<file path="config.mk">
export PLATFORM = sky130hd
export DESIGN_NAME = ctrl_seq
export DESIGN_NICKNAME = d
export VERILOG_FILES = /design/src/rtl/ctrl_pkg.sv /design/src/rtl/ctrl_dec.sv /design/src/rtl/ctrl_seq.sv
export SDC_FILE = /design/constraint.sdc
export NUM_CORES = 1
export LEC_CHECK = 0
export CAP_MARGIN = 40
export CORE_ASPECT_RATIO = 1.2
export CORE_UTILIZATION = 47
export DETAILED_ROUTE_END_ITERATION = 6
export GPL_TIMING_DRIVEN = 1
export PLACE_DENSITY = 0.85
export SLEW_MARGIN = 10
export SYNTH_ARGS = -nofsm -noshare
export SYNTH_HDL_FRONTEND = slang
export SYNTH_HIERARCHICAL = 1
export SYNTH_SLANG_ARGS = --single-unit
export TNS_END_PERCENT = 5
</file>
<file path="constraint.sdc">
create_clock -name clk -period 4.2 [get_ports clk]
set_clock_uncertainty 0.1 [all_clocks]
set_input_delay 0.84 -clock clk [delete_from_list [all_inputs] [get_ports clk]]
set_output_delay 0.84 -clock clk [all_outputs]
set_load 0.02 [all_outputs]
</file>
<file path="src/rtl/ctrl_pkg.sv">
// ctrl_pkg: sequencer state encoding and opcode constants shared by ctrl_seq and ctrl_dec.
package ctrl_pkg;
    typedef enum logic [2:0] {
        S_IDLE,
        S_LOAD,
        S_FETCH,
        S_DECODE,
        S_EXEC,
        S_HALT
    } state_t;
    localparam logic [3:0] OP_NOP  = 4'h0;
    localparam logic [3:0] OP_JMP  = 4'h1;
    localparam logic [3:0] OP_BZ   = 4'h2;
    localparam logic [3:0] OP_HALT = 4'hF;
endpackage

</file>
<file path="src/rtl/ctrl_dec.sv">
// ctrl_dec: combinational strobe decode from sequencer state, instruction register and zero flag.
module ctrl_dec
    import ctrl_pkg::*;
(
    input  state_t      state,
    input  logic [15:0] ir,
    input  logic        zero,
    output logic        pc_start,
    output logic        pc_inc,
    output logic        pc_branch,
    output logic [15:0] bus,
    output logic        alu_en,
    output logic [3:0]  alu_op
);
    logic [3:0] op;
    logic       ex;
    logic       take;
    assign op = ir[15:12];
    always_comb begin
        ex        = state == S_EXEC;
        take      = ex && (op == OP_JMP || (op == OP_BZ && zero));
        pc_start  = state == S_LOAD;
        pc_branch = take;
        pc_inc    = ex && !take && op != OP_HALT;
        // every opcode outside NOP/JMP/BZ/HALT is a datapath operation
        alu_en    = ex && op != OP_NOP && op != OP_JMP && op != OP_BZ && op != OP_HALT;
        alu_op    = alu_en ? op : 4'h0;
        bus       = take ? {10'b0, ir[5:0]} : 16'h0000;
    end
endmodule

</file>
<file path="src/rtl/ctrl_seq.sv">
// ctrl_seq: fetch/decode/execute sequencer; owns the FSM, instruction register and retire counter.
module ctrl_seq
    import ctrl_pkg::*;
(
    input  logic        clk,
    input  logic        rst,
    input  logic        start,
    input  logic [15:0] instr,
    input  logic        zero,
    output logic        pc_start,
    output logic        pc_inc,
    output logic        pc_branch,
    output logic [15:0] bus,
    output logic        alu_en,
    output logic [3:0]  alu_op,
    output logic [15:0] ir,
    output logic        done,
    output logic [15:0] instr_cnt
);
    state_t state, state_nx;
    always_ff @(posedge clk or negedge rst) begin
        if (!rst) begin
            state     <= S_IDLE;
            ir        <= 16'h0000;
            instr_cnt <= 16'h0000;
        end else begin
            state <= state_nx;
            if (state == S_DECODE) ir <= instr;
            if (state == S_LOAD) instr_cnt <= 16'h0000;
            else if (state == S_EXEC && instr_cnt != 16'hFFFF) instr_cnt <= instr_cnt + 16'h1;
        end
    end
    always_comb begin
        state_nx = state;
        case (state)
            S_IDLE, S_HALT: state_nx = start ? S_LOAD : state;
            S_LOAD:         state_nx = S_FETCH;
            S_FETCH:        state_nx = S_DECODE;
            S_DECODE:       state_nx = S_EXEC;
            S_EXEC:         state_nx = ir[15:12] == OP_HALT ? S_HALT : S_FETCH;
            default:        state_nx = S_IDLE;
        endcase
    end
    assign done = state == S_HALT;
    ctrl_dec u_dec (
        .state     (state),
        .ir        (ir),
        .zero      (zero),
        .pc_start  (pc_start),
        .pc_inc    (pc_inc),
        .pc_branch (pc_branch),
        .bus       (bus),
        .alu_en    (alu_en),
        .alu_op    (alu_op)
    );
endmodule
</file>
==> impl_metrics.py, run 1 <==
metrics = {
    "timing": {
        "finalCritPeriodShare": 0.844,
        "fmax_mhz": 282,
        "finalSetupViolCount": 0,
        "slew_headroom": 0.471,
        "final_max_slew_viol_count": 0,
        "tightest_slew_ns": 0.793,
        "hold_viol": 0,
        "fin_crit_ns": 3.54,
        "tns_ns": 0,
        "rsz0062_at_grt": "no",
        "hold_ws_ns": 0.407,
    },
    "logic_synthesis": {
        "avgSynthCellArea_um2": 10.4,
        "synth_edf_count": 0,
        "syn_inst": 190,
        "synth_warnings": 6,
        "synth.yosys.seq_area_share": 0.444,
        "ys.flop_type": "dfrtp_1",
        "yosys.area.top_type": "dfrtp_1",
        "synthArstFlopShare": 1.00,
        "synth-seq-cells": 35,
        "synth.top_cell.area_share": 0.444,
        "synth_cell_type_count": 51,
        "syn_area_um2": 1970,
        "yosys-top-cells-area": "dfrtp_1, mux2_2, buf_4, nand3_1, and3_1",
    },
    "routing": {
        "drtIter0Drc": 34,
        "routedWlPerCell_um": 14.6,
        "drt-total-wl_um": 4520,
        "firstDrtPassIters": 4,
        "postRouteAntennaNets": 0,
        "drc": 0,
        "num_vias": 1677,
        "via_per_inst": 5.41,
    },
    "hold_path": {
        "hold_end": "ir[7]",
        "min-delay-start": "ir[7]",
        "hold_path_depth": 1,
        "hold_path_class": "reg2reg",
    },
    "worst_setup_path": {
        "worstRegToRegCells": 6,
        "crit_type": "in2out",
        "crit_fanout": 8,
        "arrival_ns": 2.60,
        "timing.rr.end": "instr_cnt[12]",
        "regToRegSetupSlack_ns": 2.07,
        "rr_startpoint": "instr_cnt[0]",
        "end_kind": "output port",
        "start_kind": "input port",
        "cp.required_ns": 3.26,
    },
    "cells_and_area": {
        "finalNetCount": 276,
        "area_delta_synth_final_pct": 38.3,
        "fin_cells": 310,
        "mostFrequentLayoutCells": "clkdlybuf4s50_1, dfrtp_1, mux2_2, nand3_1, nand2_1",
        "fill_cells": 318,
        "fin_util": 0.687,
        "final_common_cell": "clkdlybuf4s50_1",
        "antenna_cells": 0,
        "drive_gt1_frac": 0.160,
    },
    "die": {
        "dieArea_um2": 4460,
        "core_area_um2": 3970,
        "start_util": 0.497,
        "rows": 25,
        "ios": 77,
        "die_height_um": 73.0,
        "die_w_um": 61.1,
    },
    "clock_tree": {
        "clockRootBuffer": "clkbuf_8",
        "cts_buffers": 5,
        "cts.sinks": 35,
        "clk_latency_ns": 0.29,
        "clkTransAtPathRegs_ns": 0.06,
        "cts_tree": "built",
        "cts.path.max_buffers": 2,
        "cts_resized": 0,
        "cts-htree-levels": 2,
        "cts_hold_buf": 0,
        "post_cts_buffers": 0,
    },
    "power": {
        "cellPowerDensity_nw_per_um2": 594,
        "p_total_uw": 1620,
        "p_leak_uw": 0.00120,
        "peakVddDrop_mv": 0.343,
    },
    "placed_design": {
        "io_buffers": 66,
        "gp_congestion": 0.871,
        "place_inst": 302,
        "dp_hpwl_um": 3240,
    },
    "global_route": {
        "grt_pass1_vias": 1560,
        "grt_pass1_wl_um": 6940,
        "grt_max_degree": 36,
        "antenna_found_initial": 0,
        "grt.overflow.total": 0,
        "track_usage": 0.211,
    },
    "status": {
        "status": "finished, final reports clean",
    },
    "flow_run": {
        "maxCapViolations": 0,
    },
}
-- kinds of logic after synthesis --
group | share of synthesized area
other | 0.00190
AO/OA/AOI/OAI | 0.0900
flip-flops | 0.444
adder cells (fa/ha/maj) | 0.00634
XOR/XNOR | 0.0178
buffers and inverters | 0.0716
multiplexers | 0.101
AND/OR/NAND/NOR | 0.267
-- cell usage after synthesis, drive strengths merged, types with 3 or more instances --
library cell and n:
mux2 16, and3 11, clkbuf 6, nand4 8, nor4 3, o21ai 6
buf 12, nand3 13, xnor2 4, nand2 12, dfrtp 35, a21oi 5
nor3 6, or3 4, inv 4, nor2 12
-- report_power, final --
group,internal (µW),total [µW],switching [µW]
registers,440,578,139
clock network,192,313,121
logic,368,729,361
-- cell type report --
| type | instances | area, µm² | share of cell area |
|---|---|---|---|
| Clock buffer | 6 | 82.6 | 0.0303 |
| Clock inverter | 2 | 35.0 | 0.0128 |
| Inverter | 4 | 15.0 | 0.00550 |
| Multi-Input combinational cell | 142 | 990 | 0.363 |
| Sequential cell | 35 | 876 | 0.321 |
| Tap cell | 54 | 67.6 | 0.0248 |
| Timing Repair Buffer | 67 | 663 | 0.243 |
-- worst max-delay path by stage --
stage / from / end / slack [ns] / cells past startpoint
after floorplan: zero / bus[0] / 1.78 / 3
after global placement: zero / bus[0] / 0.72 / 5
after detailed placement: zero / bus[4] / 0.65 / 5
after CTS: zero / bus[4] / 0.64 / 5
after global routing: zero / bus[5] / 0.55 / 5
final: zero / bus[4] / 0.66 / 5
-- state kept, by name (all words and copies together), names as in the netlist --
name	cells
instr_cnt	16
ir	16
state	3
-- per-layer routing --
metal | track usage | routed length (µm) | up-vias
met4 | 0.0884 | 85 | 0
met1 | 0.237 | 1830 | 807
met3 | 0.0567 | 343 | 9
li1 | - | - | 799
met5 | 0 | 0 | -
met2 | 0.366 | 2250 | 62
-- stage by stage --
step | setup WS (ns) | cell area, µm²
floorplan | 1.78 | 2010
global placement | 0.716 | 2610
detailed placement | 0.650 | 2610
CTS | 0.645 | 2730
global route | 0.552 | 2730
finish | 0.656 | 2730
-- worst max-delay path, stage by stage --
cell	delay [ns]
clkdlybuf4s50_1	0.51
nand3b_4	0.10
a211oi_4	0.35
and3_1	0.21
clkdlybuf4s50_1	0.60
No activity file was read; power rests on OpenSTA's default activity.
==> inputs of run 2 (changes only) <==
CORE_UTILIZATION = 44   (was 47)
PLACE_DENSITY = 0.81   (was 0.85)
clock period = 3.35 ns   (was 4.2 ns; I/O delays follow)
==> run 2 against run 1 <==
Sequential share of layout area about the same. First-iteration DRC count rose to 2.8 times the previous value. Via count down 0.12%. Count of clock-buffer cells in the layout unchanged. Critical path depth unchanged. Power up 25%. Clock power up 26%. Wire length down 5.1%. Sequential power up 25%. Largest cell class unchanged.
==> impl_metrics.py, run 2 (synthesis gave the netlist of run 1 again) <==
metrics = {
    "status": {
        "status": "finished, final reports clean",
    },
    "worst_setup_path": {
        "end_kind": "output port",
        "crit_fanout": 8,
        "crit_type": "in2out",
        "start_kind": "input port",
        "crit_top_cell": "clkdlybuf4s50_1",
        "regToRegSetupSlack_ns": 1.21,
        "timing.rr.end": "instr_cnt[12]",
        "cp-startpoint": "zero",
        "worstRegToRegCells": 6,
        "max_stage_delay_ns": 0.59,
        "cp.required_ns": 2.58,
        "slowest_stage": "clkdlybuf4s50_1",
        "rr_startpoint": "instr_cnt[0]",
        "cp_cell_sequence": "clkdlybuf4s50_1 > nand3b_4 > a211oi_4 > and3_1 > clkdlybuf4s50_1",
        "endpoint": "bus[0]",
        "arrival_ns": 2.40,
    },
    "timing": {
        "fmax_mhz": 315,
        "hold_viol": 0,
        "fin_crit_ns": 3.17,
        "final_max_slew_viol_count": 0,
        "slew_headroom": 0.473,
        "finalCritPeriodShare": 0.947,
        "rsz0062_at_grt": "no",
        "tns_ns": 0,
        "tightest_slew_ns": 0.790,
        "finalSetupViolCount": 0,
    },
    "routing": {
        "routedWlPerCell_um": 13.7,
        "drt-total-wl_um": 4280,
        "num_vias": 1675,
        "firstDrtPassIters": 4,
        "drtIter0Drc": 94,
        "via_per_inst": 5.37,
        "postRouteAntennaNets": 0,
        "drc": 0,
    },
    "cells_and_area": {
        "postLayoutCellArea_um2": 2730,
        "mostFrequentLayoutCells": "clkdlybuf4s50_1, dfrtp_1, mux2_2, nand3_1, nand2_1",
        "top_regs": "instr_cnt (16), ir (16), state (3)",
        "drive_gt1_frac": 0.160,
        "finalNetCount": 276,
        "antenna_cells": 0,
        "area_delta_synth_final_pct": 38.4,
        "fill_cells": 367,
        "final_common_cell": "clkdlybuf4s50_1",
    },
    "clock_tree": {
        "cts-htree-levels": 2,
        "cts_resized": 0,
        "cts.path.max_buffers": 2,
        "clk_latency_ns": 0.28,
        "cts_tree": "built",
        "cts.sinks": 35,
        "clockRootBuffer": "clkbuf_8",
        "post_cts_buffers": 0,
        "clkTransAtPathRegs_ns": 0.07,
        "cts_hold_buf": 0,
        "cts_buffers": 5,
    },
    "power": {
        "cellPowerDensity_nw_per_um2": 740,
        "peakVddDrop_mv": 0.306,
        "p_leak_uw": 0.00120,
    },
    "die": {
        "die_w_um": 63.1,
        "dieArea_um2": 4760,
        "start_util": 0.459,
        "die_height_um": 75.4,
        "rows": 26,
        "ios": 77,
        "core_area_um2": 4290,
    },
    "global_route": {
        "grt_max_degree": 36,
        "track_usage": 0.191,
        "grt_pass1_vias": 1581,
        "grt.overflow.total": 0,
        "antenna_found_initial": 0,
        "grt_pass1_wl_um": 7160,
    },
    "placed_design": {
        "dp_hpwl_um": 3040,
        "io_buffers": 66,
        "place_area_um2": 2610,
        "gp_congestion": 0.840,
    },
    "flow_run": {
        "maxCapViolations": 0,
    },
    "hold_path": {
        "hold_path_class": "in2async",
    },
}
## run 2: cell counts in the layout (fill, tap and decap cells not counted)
Identical to the previous run, type by type.
## run 2: power by group
group | switching, µW | total, µW | leakage, µW | internal (µW)
Combinational | 446 | 907 | 0.000687 | 461
Sequential | 171 | 722 | 0.000447 | 551
Clock | 152 | 393 | 0.0000612 | 241
Total | 769 | 2020 | 0.00120 | 1250
## run 2: worst min-delay path by stage
stage            from           end  slack (ns)  cells past startpoint
4_1_cts           rst        ir[14]        0.40                      1
3_3_place_gp   ir[11]        ir[11]        0.39                      1
2_1_floorplan     rst  instr_cnt[0]        0.27                      0
5_1_grt           rst  instr_cnt[9]        0.43                      1
3_5_place_dp    ir[7]         ir[7]        0.40                      1
6_report          rst  instr_cnt[5]        0.37                      1
## run 2: routing by layer
layer | vias up | global-route usage | share of wire
li1 | 812 | - | -
met1 | 777 | 0.236 | 0.44
met2 | 79 | 0.331 | 0.49
met3 | 7 | 0.0539 | 0.068
met4 | 0 | 0.0465 | 0.0091
met5 | - | 0 | 0
## run 2: final cells by class
type,instances,area [µm²],area share
multi-input combinational,142,990,0.362
sequential,35,876,0.321
timing repair buffer,67,663,0.243
clock buffer,6,82.6,0.0302
tap,56,70.1,0.0257
clock inverter,2,35.0,0.0128
inverter,4,15.0,0.00550
## run 2: through the flow
step	setup WS, ns	hold slack (ns)	util	cells	power, µW
after floorplan	1.20	0.274	-	199	1290
after global placement	0.202	0.387	0.609	304	1610
after detailed placement	0.177	0.395	0.609	304	1640
after CTS	0.172	0.398	0.636	312	2040
after global routing	0.0936	0.431	0.636	312	2150
final	0.177	0.368	0.636	312	2020
## run 2: critical path: cells and delay by family
kind / cells / cell delay [ns]
buffers and inverters: 2 / 1.10
AO/OA/AOI/OAI: 1 / 0.34
AND/OR/NAND/NOR: 2 / 0.29
